`src/rtl/alu_pkg.sv`:
```
// Opcode map and FSM state encoding for the iterative ALU, shared with the decoder.
// Optional feature macro: ALU_MULDIV_EN (adds the BUSY state for MUL/DIVU/REMU).
package alu_pkg;

  localparam logic [3:0] ALU_ADD  = 4'h0;
  localparam logic [3:0] ALU_SUB  = 4'h1;
  localparam logic [3:0] ALU_AND  = 4'h2;
  localparam logic [3:0] ALU_OR   = 4'h3;
  localparam logic [3:0] ALU_XOR  = 4'h4;
  localparam logic [3:0] ALU_SLT  = 4'h5;
  localparam logic [3:0] ALU_SLTU = 4'h6;
  localparam logic [3:0] ALU_SLL  = 4'h7;
  localparam logic [3:0] ALU_SRL  = 4'h8;
  localparam logic [3:0] ALU_SRA  = 4'h9;
  localparam logic [3:0] ALU_MUL  = 4'hA;
  localparam logic [3:0] ALU_DIVU = 4'hB;
  localparam logic [3:0] ALU_REMU = 4'hC;

`ifdef ALU_MULDIV_EN
  typedef enum logic [1:0] {S_IDLE = 2'd0, S_BUSY = 2'd1, S_DONE = 2'd2} alu_state_t;
`else
  typedef enum logic [1:0] {S_IDLE = 2'd0, S_DONE = 2'd2} alu_state_t;
`endif

  function automatic logic is_muldiv_op(input logic [3:0] op);
    return (op == ALU_MUL) || (op == ALU_DIVU) || (op == ALU_REMU);
  endfunction

endpackage

```
`src/rtl/alu_iter_if.sv`:
```
// Operand/result handshake bundle between issue logic (master) and the ALU (slave).
interface alu_iter_if #(parameter int N = 32);

  logic         in_valid;
  logic         in_ready;
  logic [N-1:0] SrcA;
  logic [N-1:0] SrcB;
  logic [3:0]   ALUControl;
  logic         out_valid;
  logic         out_ready;
  logic [N-1:0] ALUResult;
  logic         Zero;
  logic         Carry;
  logic         Overflow;
  logic         Illegal;

  modport master (
    output in_valid, SrcA, SrcB, ALUControl, out_ready,
    input  in_ready, out_valid, ALUResult, Zero, Carry, Overflow, Illegal
  );

  modport slave (
    input  in_valid, SrcA, SrcB, ALUControl, out_ready,
    output in_ready, out_valid, ALUResult, Zero, Carry, Overflow, Illegal
  );

endinterface

```
`src/rtl/alu_muldiv_iter.sv`:
```
// One-bit-per-cycle shift-add multiplier and restoring divider (MUL low half, DIVU, REMU).
// Instantiated by alu_iter only when ALU_MULDIV_EN is defined.
module alu_muldiv_iter
  import alu_pkg::*;
#(
  parameter int N = 32
) (
  input  logic         clk,
  input  logic         reset_n,
  input  logic         start,
  input  logic [3:0]   op,
  input  logic [N-1:0] a,
  input  logic [N-1:0] b,
  output logic         done,
  output logic [N-1:0] result
);

  localparam int CW = $clog2(N) + 1;

  logic          busy;
  logic [CW-1:0] cnt;
  logic [3:0]    op_q;
  logic [N-1:0]  x_q;    // multiplier (MUL) or dividend/quotient (DIV)
  logic [N-1:0]  y_q;    // multiplicand (MUL) or divisor (DIV)
  logic [N-1:0]  acc_q;  // product (MUL) or partial remainder (DIV)
  logic [N:0]    rem_sh;

  assign rem_sh = {acc_q, x_q[N-1]};

  // A zero divisor always "fits", yielding all-ones quotient and remainder = dividend.
  always_ff @(posedge clk or negedge reset_n) begin
    if (!reset_n) begin
      busy  <= 1'b0;
      cnt   <= '0;
      op_q  <= '0;
      x_q   <= '0;
      y_q   <= '0;
      acc_q <= '0;
    end else if (start) begin
      busy  <= 1'b1;
      cnt   <= CW'(N);
      op_q  <= op;
      x_q   <= a;
      y_q   <= b;
      acc_q <= '0;
    end else if (busy) begin
      if (cnt == '0) begin
        busy <= 1'b0;
      end else begin
        cnt <= cnt - 1'b1;
        if (op_q == ALU_MUL) begin
          if (x_q[0]) acc_q <= acc_q + y_q;
          x_q <= x_q >> 1;
          y_q <= y_q << 1;
        end else if (rem_sh >= {1'b0, y_q}) begin
          acc_q <= N'(rem_sh - {1'b0, y_q});
          x_q   <= {x_q[N-2:0], 1'b1};
        end else begin
          acc_q <= rem_sh[N-1:0];
          x_q   <= {x_q[N-2:0], 1'b0};
        end
      end
    end
  end

  assign done   = busy && (cnt == '0);
  assign result = (op_q == ALU_DIVU) ? x_q : acc_q;

endmodule

```
`src/rtl/alu_iter.sv`:
```
// Sequential N-bit RV32I ALU with valid/ready handshakes and registered result/flags.
// Optional feature macro: ALU_MULDIV_EN enables iterative MUL/DIVU/REMU; otherwise they are illegal.
module alu_iter
  import alu_pkg::*;
#(
  parameter int N = 32
) (
  input  logic    clk,
  input  logic    reset_n,
  alu_iter_if.slave bus
);

  localparam int SW = $clog2(N);

  alu_state_t    state;
  logic          accept;
  logic [N-1:0]  a, b, op_res;
  logic [SW-1:0] sh;
  logic [N:0]    add_w, sub_w;
  logic          op_carry, op_ovf, op_ill;

  assign a  = bus.SrcA;
  assign b  = bus.SrcB;
  assign sh = bus.SrcB[SW-1:0];

  assign bus.in_ready = (state == S_IDLE) | ((state == S_DONE) & bus.out_ready);
  assign accept       = bus.in_valid & bus.in_ready;

  always_comb begin
    add_w    = {1'b0, a} + {1'b0, b};
    sub_w    = {1'b0, a} + {1'b0, ~b} + (N+1)'(1);
    op_res   = '0;
    op_carry = 1'b0;
    op_ovf   = 1'b0;
    op_ill   = 1'b0;
    case (bus.ALUControl)
      ALU_ADD: begin
        op_res   = add_w[N-1:0];
        op_carry = add_w[N];
        op_ovf   = (a[N-1] == b[N-1]) && (add_w[N-1] != a[N-1]);
      end
      ALU_SUB: begin
        op_res   = sub_w[N-1:0];
        op_carry = sub_w[N];
        op_ovf   = (a[N-1] != b[N-1]) && (sub_w[N-1] != a[N-1]);
      end
      ALU_AND:  op_res = a & b;
      ALU_OR:   op_res = a | b;
      ALU_XOR:  op_res = a ^ b;
      ALU_SLT:  op_res = {{(N-1){1'b0}}, $signed(a) < $signed(b)};
      ALU_SLTU: op_res = {{(N-1){1'b0}}, a < b};
      ALU_SLL:  op_res = a << sh;
      ALU_SRL:  op_res = a >> sh;
      ALU_SRA:  op_res = $signed(a) >>> sh;
      default:  op_ill = 1'b1;
    endcase
  end

`ifdef ALU_MULDIV_EN
  logic         md_start, md_done;
  logic [N-1:0] md_res;

  assign md_start = accept & is_muldiv_op(bus.ALUControl);

  alu_muldiv_iter #(.N(N)) u_muldiv (
    .clk     (clk),
    .reset_n (reset_n),
    .start   (md_start),
    .op      (bus.ALUControl),
    .a       (a),
    .b       (b),
    .done    (md_done),
    .result  (md_res)
  );
`endif

  always_ff @(posedge clk or negedge reset_n) begin
    if (!reset_n) begin
      state         <= S_IDLE;
      bus.out_valid <= 1'b0;
      bus.ALUResult <= '0;
      bus.Zero      <= 1'b0;
      bus.Carry     <= 1'b0;
      bus.Overflow  <= 1'b0;
      bus.Illegal   <= 1'b0;
    end else
`ifdef ALU_MULDIV_EN
    if (state == S_BUSY) begin
      if (md_done) begin
        state         <= S_DONE;
        bus.out_valid <= 1'b1;
        bus.ALUResult <= md_res;
        bus.Zero      <= (md_res == '0);
        bus.Carry     <= 1'b0;
        bus.Overflow  <= 1'b0;
        bus.Illegal   <= 1'b0;
      end
    end else if (accept && is_muldiv_op(bus.ALUControl)) begin
      state         <= S_BUSY;
      bus.out_valid <= 1'b0;
    end else
`endif
    if (accept) begin
      state         <= S_DONE;
      bus.out_valid <= 1'b1;
      bus.ALUResult <= op_res;
      bus.Zero      <= (op_res == '0);
      bus.Carry     <= op_carry;
      bus.Overflow  <= op_ovf;
      bus.Illegal   <= op_ill;
    end else if (bus.out_ready) begin
      state         <= S_IDLE;
      bus.out_valid <= 1'b0;
    end
  end

endmodule

```
`src/flat_wrapper.sv`:
```
// flat-port wrapper written by rule: the top's interface ports become plain ports
module alu_iter_flat import alu_pkg::*;
#(
  parameter int N = 32
)
  (clk, reset_n, bus_in_valid, bus_SrcA, bus_SrcB, bus_ALUControl, bus_out_ready, bus_in_ready, bus_out_valid, bus_ALUResult, bus_Zero, bus_Carry, bus_Overflow, bus_Illegal);
  alu_iter_if #(.N(N)) bus_i ();
  input  logic clk;
  input  logic reset_n;
  input wire logic [$bits(bus_i.in_valid)-1:0] bus_in_valid;
  input wire logic [$bits(bus_i.SrcA)-1:0] bus_SrcA;
  input wire logic [$bits(bus_i.SrcB)-1:0] bus_SrcB;
  input wire logic [$bits(bus_i.ALUControl)-1:0] bus_ALUControl;
  input wire logic [$bits(bus_i.out_ready)-1:0] bus_out_ready;
  output wire logic [$bits(bus_i.in_ready)-1:0] bus_in_ready;
  output wire logic [$bits(bus_i.out_valid)-1:0] bus_out_valid;
  output wire logic [$bits(bus_i.ALUResult)-1:0] bus_ALUResult;
  output wire logic [$bits(bus_i.Zero)-1:0] bus_Zero;
  output wire logic [$bits(bus_i.Carry)-1:0] bus_Carry;
  output wire logic [$bits(bus_i.Overflow)-1:0] bus_Overflow;
  output wire logic [$bits(bus_i.Illegal)-1:0] bus_Illegal;
  assign bus_i.in_valid = bus_in_valid;
  assign bus_i.SrcA = bus_SrcA;
  assign bus_i.SrcB = bus_SrcB;
  assign bus_i.ALUControl = bus_ALUControl;
  assign bus_i.out_ready = bus_out_ready;
  assign bus_in_ready = bus_i.in_ready;
  assign bus_out_valid = bus_i.out_valid;
  assign bus_ALUResult = bus_i.ALUResult;
  assign bus_Zero = bus_i.Zero;
  assign bus_Carry = bus_i.Carry;
  assign bus_Overflow = bus_i.Overflow;
  assign bus_Illegal = bus_i.Illegal;
  alu_iter #(.N(N)) u_core (.clk(clk), .reset_n(reset_n), .bus(bus_i));
endmodule
```
`config.mk`:
```
export PLATFORM = sky130hd
export DESIGN_NAME = alu_iter_flat
export DESIGN_NICKNAME = d
export VERILOG_FILES = /design/src/rtl/alu_pkg.sv /design/src/rtl/alu_iter_if.sv /design/src/rtl/alu_muldiv_iter.sv /design/src/rtl/alu_iter.sv /design/src/flat_wrapper.sv
export SDC_FILE = /design/constraint.sdc
export NUM_CORES = 1
export LEC_CHECK = 0
export ABC_CLOCK_PERIOD_IN_PS = 2200
export BUFFER_PORTS_ARGS = -buffer_cell sky130_fd_sc_hd__buf_2
export CAP_MARGIN = 20
export CORE_MARGIN = 2
export CORE_UTILIZATION = 40
export CTS_CLUSTER_SIZE = 28
export DETAILED_ROUTE_END_ITERATION = 8
export SYNTH_ARGS = -nofsm -noshare
export SYNTH_HDL_FRONTEND = slang
export SYNTH_HIERARCHICAL = 1
export SYNTH_SLANG_ARGS = --single-unit
```
`constraint.sdc`:
```
create_clock -name clk -period 2.2 [get_ports clk]
set_input_delay 0.22 -clock clk [delete_from_list [all_inputs] [get_ports clk]]
set_output_delay 0.22 -clock clk [all_outputs]
set_load 0.05 [all_outputs]
```
# After elaboration in Yosys (flattened, before gate mapping)
# Index checks and enable logic that the tools add are counted.
# Widths: inputs -> output; s select.
classes:
  n_reduce_logical: 7
  n_addsub: 3
  eq_ne: 14
  n_shift: 3
  bitwise_logic: 7
  magnitude_cmp: 2
  n_mux: 8
op_table:
  columns: ["op", "n"]
  rows:
  - ["$pmux 32 s10", 1]
  - ["$add 32x32->33", 2]
  - ["$lt 32x32->1", 2]
  - ["$add 33x1->33 const B", 1]
  - ["$and 32x32->32", 1]
  - ["$logic_not 32->1", 1]
  - ["$not 32->32", 1]
  - ["$or 32x32->32", 1]
  - ["$shl 32x5->32", 1]
  - ["$shr 32x5->32", 1]
  - ["$sshr 32x5->32", 1]
  - ["$xor 32x32->32", 1]
  - ["$eq 4x3->1 const B", 4]
  - ["$reduce_or 10->1", 1]
  - ["$eq 4x2->1 const B", 2]
  - ["$eq 4x4->1 const B", 2]
  - ["$eq 4x1->1 const B", 1]
  - ["$logic_not 4->1", 1]
  - ["$mux 2", 2]
  - ["$pmux 1 s2", 2]
  - ["$mux 1", 3]
  - ["$ne 1x1->1", 3]
  - ["$and 1x1->1", 2]
  - ["$eq 2x2->1 const B", 1]
  - ["other kinds (5)", 6]
totals:
  ff_bits: 39
  wordCells: 51
  inputBits: 72

# Logic depth before layout (Yosys ltp)
depth:
  word_depth: 6
  ltp_mapped: 18
  depth_no_buf: 15

# Worst setup path after synthesis
# Ideal clock, no wire load.
synth_path:
  path_kind: "input to register"
  from: "input bus_SrcB[2]"
  to: "register u_core.bus.Zero"
  arrival_time_ns: 4.345
  path_slack_ns: -2.212
  cell_stages: 18
  path_cell_list: "inv_1 -> buf_2 -> clkbuf_1 -> buf_2 -> buf_1 -> ha_1 -> buf_2 -> nand2b_1 -> a221oi_2 -> o2111ai_2 -> and4bb_1 -> o41ai_2 -> o21ai_1 -> a221oi_1 -> o21ai_0 -> a2111oi_1 -> and4b_1 -> a32o_2"
synth_between:
  elab_chain_cells: 5
  word_cells_on_any_way: 14
  cone_classes: "add/sub (3); order compare (2); shift (3); mux (1); bitwise (4); reduce/logical (1)"
synth_lines:
  columns: ["item", "line_no", "source"]
  rows:
  - ["from (decl)", "flat_wrapper.sv:12", "input wire logic [$bits(bus_i.SrcB)-1:0] bus_SrcB;"]
  - ["$not 32->32", "alu_iter.sv:31", "sub_w = {1'b0, a} + {1'b0, ~b} + (N+1)'(1);"]
  - ["$add 32x32->33", "alu_iter.sv:31", null]
  - ["$add 33x1->33", "alu_iter.sv:31", null]
  - ["$pmux 32 s10 (*)", "alu_iter.sv:36", "case (bus.ALUControl)"]
  - ["$logic_not 32->1 (*)", "alu_iter.sv:107", "bus.Zero <= (op_res == '0);"]
  - ["to (signal assigned)", "alu_iter.sv:107", null]
  - ["to (decl)", "alu_iter_if.sv:24", "output in_ready, out_valid, ALUResult, Zero, Carry, Overflow, Illegal"]
# Every way passes the cells marked *; elsewhere a longest branch is shown, timed or not.
# A chain may end at the register's enable or synchronous reset.

# Worst setup path after layout
layout_path:
  from: "input bus_SrcA[5]"
  to: "register u_core.bus.Zero"
layout_between:
  elab_chain_cells: 4
  word_cells_on_any_way: 13
  cone_classes: "add/sub (3); order compare (2); shift (3); mux (1); bitwise (3); reduce/logical (1)"
layout_lines:
  columns: ["item", "line_no", "source"]
  rows:
  - ["from (decl)", "flat_wrapper.sv:11", "input wire logic [$bits(bus_i.SrcA)-1:0] bus_SrcA;"]
  - ["$add 32x32->33", "alu_iter.sv:31", null]
  - ["$add 33x1->33", "alu_iter.sv:31", null]
  - ["$pmux 32 s10 (*)", "alu_iter.sv:36", null]
  - ["$logic_not 32->1 (*)", "alu_iter.sv:107", null]
# Marks and branches as above.

==> impl_metrics.ini <==
[yosys]
syn_avg_cell_area_um2 = 7.40
postSynth.topFlopCell = dfrtp_1
synth_cell_type_count = 102
ys_warn_count = 6
synth_nets = 1673
synth_edf_count = 0
syn-instance-count = 1502
yosysSeqAreaShare_pct = 8.33
syn_area_mm2 = 0.0111
synth-seq-cells = 37
synthArstFlopShare_pct = 100

[clocking]
cts.sinks = 37
clk_pin_slew_ns = 0.05
clock-root-buffer = clkbuf_16
cts_max_level = 2
hold_buffers = 0
cts_tree = done
clockBufferDepth = 2
numCtsBuffers = 5
worstSkewPairLatency_ns = 0.28

[setup_path]
critical_path_required_ns = 2.42
start_kind = input pin
critical_path_arrival_ns = 3.72
criticalPathCategory = in -> reg
r2r_slack_ns = -0.88
cp_max_fo = 2
cp_cell_sequence = buf_8 > inv_8 > ha_4 > or4_4 > or3_4 > a211oi_4 > buf_4 > o22ai_4 > o21a_4 > or3_4 > o211ai_4 > mux2_4 > a2111oi_4 > and4b_1 > a32o_2
cpMostUsedCell = or3_4
end_kind = register
slowest_delay_ns = 0.54
crit_slowest_cell = or4_4

[timing]
final.period_utilization_pct = 159
finalHoldViolCount = 0
period_needed_ns = 3.50
setup-tns-final_ns = -18.21
holdWs_ns = 0.0117
slew_headroom_pct = 44.0
setup_viol_count_final = 31
maxSlewViolCount = 0
max_clock_freq_ghz = 0.286
rsz0062_at_grt = yes
finClkSkew_ns = 0.00162
setup_ws_ns = -1.30
worst_pin_slew_ns = 0.835

[power]
netSwitchingPower_mw = 3.25
pwr_density_cell_mw_per_mm2 = 362
p_int_mw = 3.64
pwr-share-clk_pct = 9.8
peakVddDrop_v = 0.000245
p_leak_nw = 8.76
seq_power_share_pct = 12.0
combPwrFrac_pct = 78.2
swShare_pct = 47.2

[floorplan]
die_h_um = 171
ioPinCount = 110
fp-row-count = 61
coreArea_mm2 = 0.0276
dieArea_mm2 = 0.0291
dieWidth_um = 171
initial_core_util_pct = 40.4

[final_layout]
fill_cells = 2283
ff_latch_area_um2 = 926
num_antenna_cells = 0
fin_cells = 2552
most-common-layout-cells = buf_4 (609), nand2_1 (147), nor2_1 (128)
final_common_cell = buf_4
drive_above_1_share_pct = 52.0
nets = 2344
syn_to_final_growth_pct = 71.1
multiInputGateArea_mm2 = 0.0108

[route]
drtAntennaViolNets = 0
num_vias = 16100
wl_per_cell_um = 25.2
wl_mm = 64.4
drtIter0Drc = 1779
drc = 0
dr.pass1.iters = 5
via_per_inst = 6.30

[grt]
grt_max_degree = 48
grt_pass1_vias = 15400
overflow = 0
grt_pass1_wl_mm = 94.0
antenna_found_initial = 0
grt_usage_pct = 43.1

[run_status]
violations = setup timing
status = complete, but fails checks

[flow_run]
drv_cap = 0

[placement]
io_buffers = 109
gp_congestion = 1.08
dp_cells = 2483
place_hpwl_mm = 51.4

[min_path]
min_path_type = in -> async
cell families (layout without fill, tap and decap cells):
logic type,Yosys count,after routing,share of synthesized area (%)
AOI/OAI and AO/OA,522,522,32.6
and+or+nand+nor,509,509,22.3
buffers and inverters,218,890,8.27
muxes,113,113,16.9
adders and majority gates,99,99,11.3
DFF,37,37,8.33
xor gates and xnor gates,4,4,0.315
worst max-delay path, delay by kind of cell:
family | cells | cell delay, ns
simple gates | 4 | 1.52
mux | 1 | 0.34
compound gates | 6 | 1.08
buf+inv | 3 | 0.34
fa+ha+maj | 1 | 0.20
cell usage after synthesis (all sizes together) (30+ instances only):
| cell | count | area share, % |
|---|---|---|
| nand2 | 151 | 5.1 |
| nor2 | 137 | 4.6 |
| dfrtp | 37 | 8.3 |
| o21ai | 108 | 4.9 |
| nand3 | 33 | 1.5 |
| mux4 | 57 | 12 |
| a21oi | 105 | 4.8 |
| clkbuf | 78 | 2.6 |
| inv | 97 | 3.3 |
| nor3 | 39 | 1.8 |
| buf | 42 | 2.3 |
| ha | 97 | 11 |
| mux2i | 32 | 2.9 |
| o211ai | 30 | 2.1 |
sequential cells by signal (all words and copies together), names as in the netlist:
| register | count |
|---|---|
| u_core/bus.Carry | 1 |
| u_core/bus.Zero | 1 |
| u_core/bus.Overflow | 1 |
| u_core/bus.ALUResult | 32 |
| u_core/bus.Illegal | 1 |
| u_core/bus.out_valid | 1 |
per-layer routing:
layer | up-vias | routed length [um] | GRT usage (%)
li1 | 7070 | - | -
met1 | 7715 | 26100 | 57.3
met2 | 1043 | 28300 | 69.1
met3 | 254 | 5850 | 5.07
met4 | 0 | 4190 | 21.3
met5 | - | 0 | 0
layout make-up:
class | instances | share of cell area, %
timing repair buffer | 784 | 33.1
sequential | 37 | 4.87
multi-input combinational | 1247 | 56.6
inverter | 98 | 2.22
clock inverter | 2 | 0.0526
tap | 378 | 2.49
clock buffer | 6 | 0.677
path summary, 6_finish.rpt:
kind	startpoint	endpoint	depth (start not counted)
worst max-delay path	bus_SrcA[5]	u_core/bus.Zero	15
worst min-delay path	reset_n	u_core/bus.ALUResult[9]	1
worst max register to register	u_core/bus.out_valid	u_core/bus.Zero	13
worst min register to register	u_core/bus.Carry	u_core/bus.Carry	2
max in group asynchronous	reset_n	u_core/bus.Overflow	1
min in group clk	bus_in_valid	u_core/bus.out_valid	3
stage by stage:
| step | area, um^2 | utilization, % | worst slack [ns] | power (mW) |
|---|---|---|---|---|
| final | 19000 | 69.1 | -1.30 | 6.89 |
| after global routing | 19000 | 69.1 | -1.35 | 7.19 |
| after CTS | 18200 | 66.2 | -1.32 | 6.49 |
| after detailed placement | 16600 | 60.3 | -1.74 | 5.33 |
| after global placement | 16600 | 60.3 | -1.65 | 5.30 |
| after floorplan | 11400 | - | -1.30 | 3.11 |
power by group through the flow:
stage,clock network [mW],logic (mW),registers (mW)
global route,0.718,5.64,0.838
finish,0.674,5.39,0.825
detailed placement,0,4.49,0.838
global placement,0,4.47,0.833
CTS,0.688,4.98,0.827
floorplan,0,1.93,1.18
repair_timing:
item                       CTS  global route
resized for setup          255           154
cloned                       2             0
setup endpoints to repair   35            35
buffers inserted            47            34
pin swaps                   78            74
(Power assumes the default switching activity.)
